## src/rtl/fifo_burst_arb_pkg.sv

```systemverilog
// Shared types and helpers for the FIFO burst arbiter: FSM state encoding,
// channel-index width and burst eligibility/length rules.
package fifo_burst_arb_pkg;

  typedef enum logic [1:0] {
    IDLE,
    CMD,
    DATA
  } arb_state_e;

  // Every module sizes channel indices as CH_W = chWidth(NUM_CH), i.e. $clog2(NUM_CH)
  function automatic int chWidth(input int numCh);
    return (numCh > 1) ? $clog2(numCh) : 1;
  endfunction

  function automatic logic burstEligible(input logic [31:0] count,
                                         input logic        flush,
                                         input logic [31:0] burstLen);
    return (count >= burstLen) || (flush && (count != 32'd0));
  endfunction

  // A flushing channel holding more than a full burst still gets a full burst
  function automatic logic [31:0] burstLength(input logic [31:0] count,
                                              input logic [31:0] burstLen);
    return (count >= burstLen) ? burstLen : count;
  endfunction

endpackage

```

## src/rtl/fifo_burst_arbiter_rr.sv

```systemverilog
// Combinational round-robin picker: first requesting channel at or after
// rr_ptr_i, wrapping modulo NUM_CH.
module rr_arbiter
  import fifo_burst_arb_pkg::*;
#(
  parameter  int NUM_CH = 4,
  localparam int CH_W   = chWidth(NUM_CH)
) (
  input  logic [NUM_CH-1:0] req_i,
  input  logic [CH_W-1:0]   rr_ptr_i,
  output logic              gnt_valid_o,
  output logic [CH_W-1:0]   gnt_idx_o
);

  // Scan from the farthest offset down so the closest request wins last
  always_comb begin
    logic [CH_W-1:0] idx;
    gnt_valid_o = 1'b0;
    gnt_idx_o   = '0;
    idx         = '0;
    for (int k = NUM_CH - 1; k >= 0; k--) begin
      idx = CH_W'((int'(rr_ptr_i) + k) % NUM_CH);
      if (req_i[idx]) begin
        gnt_valid_o = 1'b1;
        gnt_idx_o   = idx;
      end
    end
  end

endmodule

```

## src/rtl/fifo_burst_arbiter.sv

```systemverilog
// Shares one burst stream between NUM_CH channel FIFOs: round-robin grant,
// one length command per burst, then a pass-through drain of that many beats.
// Optional per-channel burst counters on stat_bursts when FIFO_ARB_STATS_EN is defined.
module fifo_burst_arbiter
  import fifo_burst_arb_pkg::*;
#(
  parameter  int NUM_CH    = 4,
  parameter  int DWIDTH    = 64,
  parameter  int AWIDTH    = 10,
  parameter  int BURST_LEN = 16,
  parameter  int LEN_WIDTH = 8,
  localparam int CH_W      = chWidth(NUM_CH)
) (
  input  logic                          clk,
  input  logic                          rst,
  input  logic [NUM_CH*(AWIDTH+1)-1:0]  ch_data_count,
  input  logic [NUM_CH-1:0]             ch_flush,
  input  logic [NUM_CH-1:0]             ch_rvalid,
  output logic [NUM_CH-1:0]             ch_rready,
  input  logic [NUM_CH*DWIDTH-1:0]      ch_rdata,
  output logic                          cmd_valid,
  input  logic                          cmd_ready,
  output logic [CH_W-1:0]               cmd_ch,
  output logic [LEN_WIDTH-1:0]          cmd_len,
  output logic                          m_valid,
  input  logic                          m_ready,
  output logic [DWIDTH-1:0]             m_data,
  output logic                          m_last,
  output logic [CH_W-1:0]               m_ch,
  output logic                          busy
`ifdef FIFO_ARB_STATS_EN
  ,
  output logic [NUM_CH*32-1:0]          stat_bursts
`endif
);

  localparam int CW = AWIDTH + 1;

  if (NUM_CH < 2 || NUM_CH > 16) begin : gBadNumCh
    $error("fifo_burst_arbiter: NUM_CH must be within 2..16");
  end
  if (BURST_LEN < 1 || longint'(BURST_LEN) > (longint'(1) << AWIDTH)) begin : gBadBurst
    $error("fifo_burst_arbiter: BURST_LEN must be within 1..2**AWIDTH");
  end
  if (longint'(BURST_LEN) - 1 >= (longint'(1) << LEN_WIDTH)) begin : gBadLenW
    $error("fifo_burst_arbiter: BURST_LEN-1 does not fit in LEN_WIDTH bits");
  end

  arb_state_e       state_q, state_d;
  logic [CH_W-1:0]  rrPtr_q, rrPtr_d;
  logic [CH_W-1:0]  grant_q, grant_d;
  logic [CW-1:0]    len_q, len_d;
  logic [CW-1:0]    beatCnt_q, beatCnt_d;

  logic [CW-1:0]     chCount [NUM_CH];
  logic [DWIDTH-1:0] chData  [NUM_CH];
  logic [NUM_CH-1:0] req;
  logic              gntValid;
  logic [CH_W-1:0]   gntIdx;
  logic              lastBeat;
  logic              beatHs;

  for (genvar i = 0; i < NUM_CH; i++) begin : gCh
    assign chCount[i] = ch_data_count[i*CW +: CW];
    assign chData[i]  = ch_rdata[i*DWIDTH +: DWIDTH];
    assign req[i]     = burstEligible(32'(chCount[i]), ch_flush[i], 32'(BURST_LEN));
  end

  rr_arbiter #(.NUM_CH(NUM_CH)) uArb (
    .req_i       (req),
    .rr_ptr_i    (rrPtr_q),
    .gnt_valid_o (gntValid),
    .gnt_idx_o   (gntIdx)
  );

  assign lastBeat = (beatCnt_q == len_q - CW'(1));
  assign beatHs   = (state_q == DATA) && ch_rvalid[grant_q] && m_ready;

  always_comb begin
    state_d   = state_q;
    rrPtr_d   = rrPtr_q;
    grant_d   = grant_q;
    len_d     = len_q;
    beatCnt_d = beatCnt_q;
    cmd_valid = 1'b0;
    cmd_ch    = '0;
    cmd_len   = '0;
    m_valid   = 1'b0;
    m_data    = '0;
    m_last    = 1'b0;
    m_ch      = '0;
    ch_rready = '0;
    busy      = (state_q != IDLE);
    case (state_q)
      IDLE: begin
        if (gntValid) begin
          grant_d = gntIdx;
          len_d   = CW'(burstLength(32'(chCount[gntIdx]), 32'(BURST_LEN)));
          state_d = CMD;
        end
      end
      CMD: begin
        cmd_valid = 1'b1;
        cmd_ch    = grant_q;
        cmd_len   = LEN_WIDTH'(len_q - CW'(1));
        if (cmd_ready) begin
          state_d   = DATA;
          beatCnt_d = '0;
        end
      end
      DATA: begin
        // Zero-latency pass-through of the granted FIFO's read port
        m_valid            = ch_rvalid[grant_q];
        m_data             = chData[grant_q];
        m_ch               = grant_q;
        m_last             = lastBeat;
        ch_rready[grant_q] = m_ready;
        if (beatHs) begin
          beatCnt_d = beatCnt_q + CW'(1);
          if (lastBeat) begin
            state_d = IDLE;
            rrPtr_d = (grant_q == CH_W'(NUM_CH - 1)) ? '0 : grant_q + CH_W'(1);
          end
        end
      end
      default: state_d = IDLE;
    endcase
  end

  always_ff @(posedge clk) begin
    if (rst) begin
      state_q   <= IDLE;
      rrPtr_q   <= '0;
      grant_q   <= '0;
      len_q     <= '0;
      beatCnt_q <= '0;
    end else begin
      state_q   <= state_d;
      rrPtr_q   <= rrPtr_d;
      grant_q   <= grant_d;
      len_q     <= len_d;
      beatCnt_q <= beatCnt_d;
    end
  end

`ifdef FIFO_ARB_STATS_EN
  logic [31:0] statCnt_q [NUM_CH];

  always_ff @(posedge clk) begin
    if (rst) begin
      for (int i = 0; i < NUM_CH; i++) statCnt_q[i] <= '0;
    end else if (beatHs && lastBeat) begin
      statCnt_q[grant_q] <= statCnt_q[grant_q] + 32'd1;
    end
  end

  for (genvar i = 0; i < NUM_CH; i++) begin : gStat
    assign stat_bursts[i*32 +: 32] = statCnt_q[i];
  end
`endif

endmodule

```

## config.mk

```make
export PLATFORM = sky130hd
export DESIGN_NAME = fifo_burst_arbiter
export DESIGN_NICKNAME = d
export VERILOG_FILES = /design/src/rtl/fifo_burst_arb_pkg.sv /design/src/rtl/fifo_burst_arbiter_rr.sv /design/src/rtl/fifo_burst_arbiter.sv
export SDC_FILE = /design/constraint.sdc
export NUM_CORES = 1
export LEC_CHECK = 0
export CAP_MARGIN = 25
export CORE_AREA = 2 2 156 158
export CTS_BUF_LIST = sky130_fd_sc_hd__clkbuf_8
export DETAILED_ROUTE_END_ITERATION = 10
export DIE_AREA = 0 0 158 160
export MAX_ROUTING_LAYER = met4
export PLACE_DENSITY_LB_ADDON = 0.2
export SLEW_MARGIN = 20
export SYNTH_ARGS = -nofsm -noshare
export SYNTH_HDL_FRONTEND = slang
export SYNTH_SLANG_ARGS = --single-unit
```

## constraint.sdc

```tcl
create_clock -name clk -period 2.3 [get_ports clk]
set_clock_uncertainty 0.05 [all_clocks]
set_input_delay 0.23 -clock clk [delete_from_list [all_inputs] [get_ports clk]]
set_output_delay 0.23 -clock clk [all_outputs]
set_load 0.03 [all_outputs]
```

Word-level counts from Yosys, hierarchy flattened
Cells that the tools add are included.
{"block": "totals", "regBits": 28, "latchBits": 0, "mem_bits_rw": 0, "rom_bits": 0, "output_inout_bits": 84, "n_memories": 0}
{"block": "op_classes", "add_sub_neg": 6, "n_mul": 0, "n_div": 0, "order_cmp": 13, "eq_ne": 8, "shift": 0, "mux": 44, "bitwise": 3, "n_reduce_logical": 22}
{"op": "two-way mux 64 bit", "n": 3}
{"op": "binary-select mux 64 bit (select 2 bit)", "n": 1}
{"op": "greater-or-equal comparator 11 x 5 -> 1 bit (second input constant)", "n": 5}
{"op": "two-way mux 11 bit", "n": 5}
{"op": "nonzero test 11 bit", "n": 4}
{"op": "binary-select mux 11 bit (select 2 bit)", "n": 1}
{"op": "two-way mux 2 bit", "n": 11}
{"op": "one-hot mux 11 bit (2 select lines)", "n": 1}
{"op": "< comparator 2 x 3 -> 1 bit (second input constant)", "n": 5}
{"op": "two-way mux 1 bit", "n": 13}
{"op": "adder 11 x 1 -> 11 bit (second input constant)", "n": 1}
{"op": "equality test 11 bit", "n": 1}
{"op": "subtractor 11 x 1 -> 11 bit (second input constant)", "n": 1}
{"op": "binary-select mux 1 bit (select 2 bit)", "n": 5}
{"op": "two-way mux 8 bit", "n": 1}
{"op": "!= test 2 bit (second input constant)", "n": 4}
{"op": "logical AND 1 bit", "n": 7}
{"op": "greater-or-equal comparator 3 bit (second input constant)", "n": 2}
{"op": "NOT 2 -> 3 bit", "n": 2}
{"op": "one-hot mux 2 bit (3 select lines)", "n": 1}
{"op": "AND reduction 3 bit", "n": 2}
{"op": "adder 2 x 1 -> 2 bit (second input constant)", "n": 2}
{"op": "adder 2 bit (second input constant)", "n": 2}
{"op": "AND 4 bit", "n": 1}
{"op": "other kinds (10)", "n": 15}

Depth between registers and ports, before layout
{"block": "depth", "word_depth": 15, "depth_mapped": 9}

Modules after synthesis
A second synthesis with hierarchy kept.
{"block": "unflattened", "cells_unflattened": 404, "area_unflattened_um2": 3931.3}
{"module": "fifo_burst_arbiter", "n_inst": 1, "cells_per_inst": 391, "area_each_um2": 3853.7, "seq_area_each_um2": 560.5}
{"module": "rr_arbiter", "n_inst": 1, "cells_per_inst": 13, "area_each_um2": 77.6, "seq_area_each_um2": 0.0}

Worst setup path after synthesis
No wires, ideal clock.
{"block": "synth_path", "path_kind": "register to output", "from": "reg len_q[2]", "to": "out m_last", "arrival_time_ns": 2.679, "required_ns": 2.020, "path_slack_ns": -0.659, "path_stages_with_launch": 9, "path_cell_list": "dfxtp_1 clkbuf_1 nor4_2 and2_1 buf_2 xnor2_1 nor2_1 o32a_1 nor4_1"}
{"block": "synth_via", "elab_chain_cells": 3}
{"item": "start: declaration", "line_no": "fifo_burst_arbiter.sv:52", "text": "logic [CW-1:0] len_q, len_d;"}
{"item": "start signal: assignment", "line_no": "fifo_burst_arbiter.sv:141", "text": "len_q <= len_d;"}
{"item": "subtractor 11 x 1 -> 11 bit"}
{"item": "equality test 11 bit", "line_no": "fifo_burst_arbiter.sv:76", "text": "assign lastBeat = (beatCnt_q == len_q - CW'(1));"}
{"item": "two-way mux 1 bit", "line_no": "fifo_burst_arbiter.sv:94", "text": "case (state_q)"}
{"item": "end: declaration", "line_no": "fifo_burst_arbiter.sv:28", "text": "output logic m_last,"}
Every way passes these cells.

Worst setup path in the final report
Ends and elaborated chain as after synthesis.

==> impl_summary.txt <==
----------------------------------------------------
[Outcome]
  Status ... finished with violations
  Failing checks ... setup timing

[Cells and area]
  Number of antenna cells inserted ... 0
  Post-synthesis to final-layout area growth ... 124%
  Total area of multi-input combinational cells ... 3500 um2
  Net count reported at finish ... 1173
  Storage element area ... 571 um2
  Share of layout cells above drive strength 1 ... 29.2%
  Final Core Density ... 38.1%
  Summed area of non-filler cells in the final layout ... 9080 um2
  Filler Cell Count ... 2467

[Synth]
  FFs w/ async S/R, synth ... 0%
  Number of enable flip-flop cells after synthesis ... 0
  Synthesized Nets ... 725
  Number of warnings printed during yosys synthesis ... 0
  Post-synthesis sequential element count ... 28
  Commonest cells in the netlist ... 74 x and2_1, 65 x mux4_2, 28 x dfxtp_1
  Dominant cell by count in the synthesized netlist ... and2_1
  Area leader, netlist ... mux4_2
  Area of the mapped netlist ... 4060 um2
  Synth Instances ... 407
  Sequential area share after synthesis ... 13.8%
  Most used flip-flop cell after synthesis ... dfxtp_1
  Share of the synthesized area in the top cell type ... 36.1%
  Synth Area per Inst ... 9.98 um2
  Synth top area cells ... mux4_2 36%, dfxtp_1 14%, and2_1 11%
  Synth unique cells ... 50

[GRT]
  Initial antenna violation count ... 0
  Global routing usage summed across all routing layers ... 16.3%
  First-pass GRT wire length ... 30800 um
  Number of global-route vias before repair ... 5270
  Maximum number of pins on one net before global-route repair ... 65
  Total grt overflow ... 0

[Floorplanning]
  Die width ... 158 um
  Floorplan die height ... 160 um
  Total core area ... 23800 um2
  Count of standard-cell rows ... 57
  Ports placed on the boundary ... 396
  Starting utilization of the core area ... 17.0%
  Overall die area ... 25300 um2

[Clock network]
  H-Tree Depth ... 1
  TritonCTS clock tree ... built
  Buffer cell driving the clock tree root ... clkbuf_8
  Maximum buffer depth of the clock tree ... 2
  Clock insertion delay at the later pin of the skew report ... 280 ps
  Clock sink count ... 28
  Hold buffer count at cts ... 0
  Number of CTS-inserted buffers ... 3
  Clock-pin slew of the registers on the worst-case setup and hold paths ... 100 ps

[STA]
  Number of failing setup endpoints in the final timing report ... 1
  Setup_tns ... -252 ps
  Final period util ... 111%
  Setup repair after global routing missed its margin ... true
  Final critical-path required period ... 2550 ps
  Final worst-path setup slack ... -252 ps
  Slew HR ... 73.8%
  Slew Viols, Final ... 0
  Worst-Margin Slew ... 393 ps
  Top achievable clock speed ... 392 MHz
  Final hold vios ... 0

[Placed design]
  Post-detailed-placement half-perimeter wirelength ... 18200 um
  Number of input and output port buffers inserted ... 395
  Post-placement cell area ... 8880 um2
  Routability Congestion ... 0.817

[Detailed routing]
  Average via count per standard cell ... 4.35
  Count of routing violations after the opening detailed-route iteration ... 244
  Number of vias after detailed routing ... 5121
  Number of iterations in the first detailed-routing pass ... 6
  Average routed wire per standard cell ... 18.4 um
  Remaining design rule violation count ... 0
  Number of antenna-violating nets in the routed design ... 0
  Total length of routed wires ... 21600 um

[Hold path]
  Class of the tightest hold or removal check ... input port to flip-flop

[Worst setup path]
  Data arrival at the endpoint of the critical path ... 2270 ps
  Kind of critical path ... flip-flop to primary output
  Type of element launching the critical path ... flip-flop
  Nature of the critical path endpoint ... primary output
  Largest fanout on the critical path ... 3
  Worst path required time ... 2020 ps

[Flow run]
  Max_cap viols ... 0

[Power]
  Leakage power summed over all cells ... 3.63 nW
  Power per standard cell area ... 214 nW/um2
  Max IR drop VDD ... 0.215 mV

----------------------------------------------------
## what timing repair did
action / in CTS / in global routing
setup buffers: 3 / 6
gates cloned: 1 / 0
pin swaps: 10 / 16
resized for setup: 84 / 72
endpoints found under the setup margin: 68 / 46
## power by group
part / internal (mW) / switching, mW / total [mW] / leakage, nW
registers: 0.490 / 0.0109 / 0.501 / 0.229
clock network: 0.120 / 0.161 / 0.281 / 0.0269
logic: 0.733 / 0.424 / 1.16 / 3.37
total: 1.34 / 0.595 / 1.94 / 3.63
## final timing paths
path,startpoint,to,slack (ps),cells past startpoint
worst min register to register,len_q[10],len_q[10],450,1
worst max-delay path,len_q[2],m_last,-250,6
worst max register to register,grant_q[0],beatCnt_q[10],200,7
worst min-delay path,ch_data_count[3],len_q[3],320,4
## flip-flops by register name (all words and copies together), names as in the netlist
| signal | flops |
|---|---|
| grant_q | 2 |
| state_q | 2 |
| len_q | 11 |
| rrPtr_q | 2 |
| beatCnt_q | 11 |
## layout make-up
class                           instances  share of cell area (%)
Clock buffer                            3                   0.455
Clock inverter                          1                  0.0413
Inverter                                9                   0.372
Multi-Input combinational cell        336                    38.5
Sequential cell                        28                    6.28
Tap cell                              324                    4.46
Timing Repair Buffer                  477                    49.9
## metal layers
metal	GRT usage, %	up-vias	wire [um]
met1	19.4	2402	8600
met2	29.3	244	11000
met4	1.68	0	181
met3	2.96	10	1790
li1	-	2465	-
met5	-	-	0
## metrics by stage
step	total power [mW]	worst slack, ps	hold WS [ps]	std cells
global placement	1.68	-435	419	1167
floorplan	0.903	-95.8	249	407
finish	1.94	-252	315	1178
CTS	1.96	-247	340	1172
global route	2.04	-316	330	1178
detailed placement	1.69	-464	424	1167
## worst max-delay path, cell delays in order, from the launching register on
cell,delay (ps)
dfxtp_2,360
or4_4,580
o31ai_2,240
a21oi_1,70
o32a_1,380
nor4_4,180
buf_6,170
## layout by cell type, fill, tap and decap left out, types with 5 or more instances in the layout
master and count:
xor2_1 9, nor2_1 26, clkdlybuf4s50_1 291, mux2i_1 9, and3_1 9, a21oi_1 6
clkbuf_2 17, dfxtp_1 24, nand3_1 10, dlymetal6s2s_1 9, dlygate4sd2_1 28, xnor3_1 5
nand2_1 25, buf_12 11, ha_1 5, and2_1 71, inv_1 10, xnor2_1 10
nand4_1 12, mux4_2 65, nor3_1 5, or3_1 5, buf_4 107
## cell families (layout without fill, tap and decap cells)
group	Yosys count	in the layout	synth area share, %
flops	28	28	13.8
xor+xnor	25	25	7.09
simple gates	191	191	26.8
fa+ha+maj	6	6	1.85
compound gates	40	40	8.04
buf+inv	43	490	4.10
mux	74	74	38.3
Power figures use the tool's default switching activity.
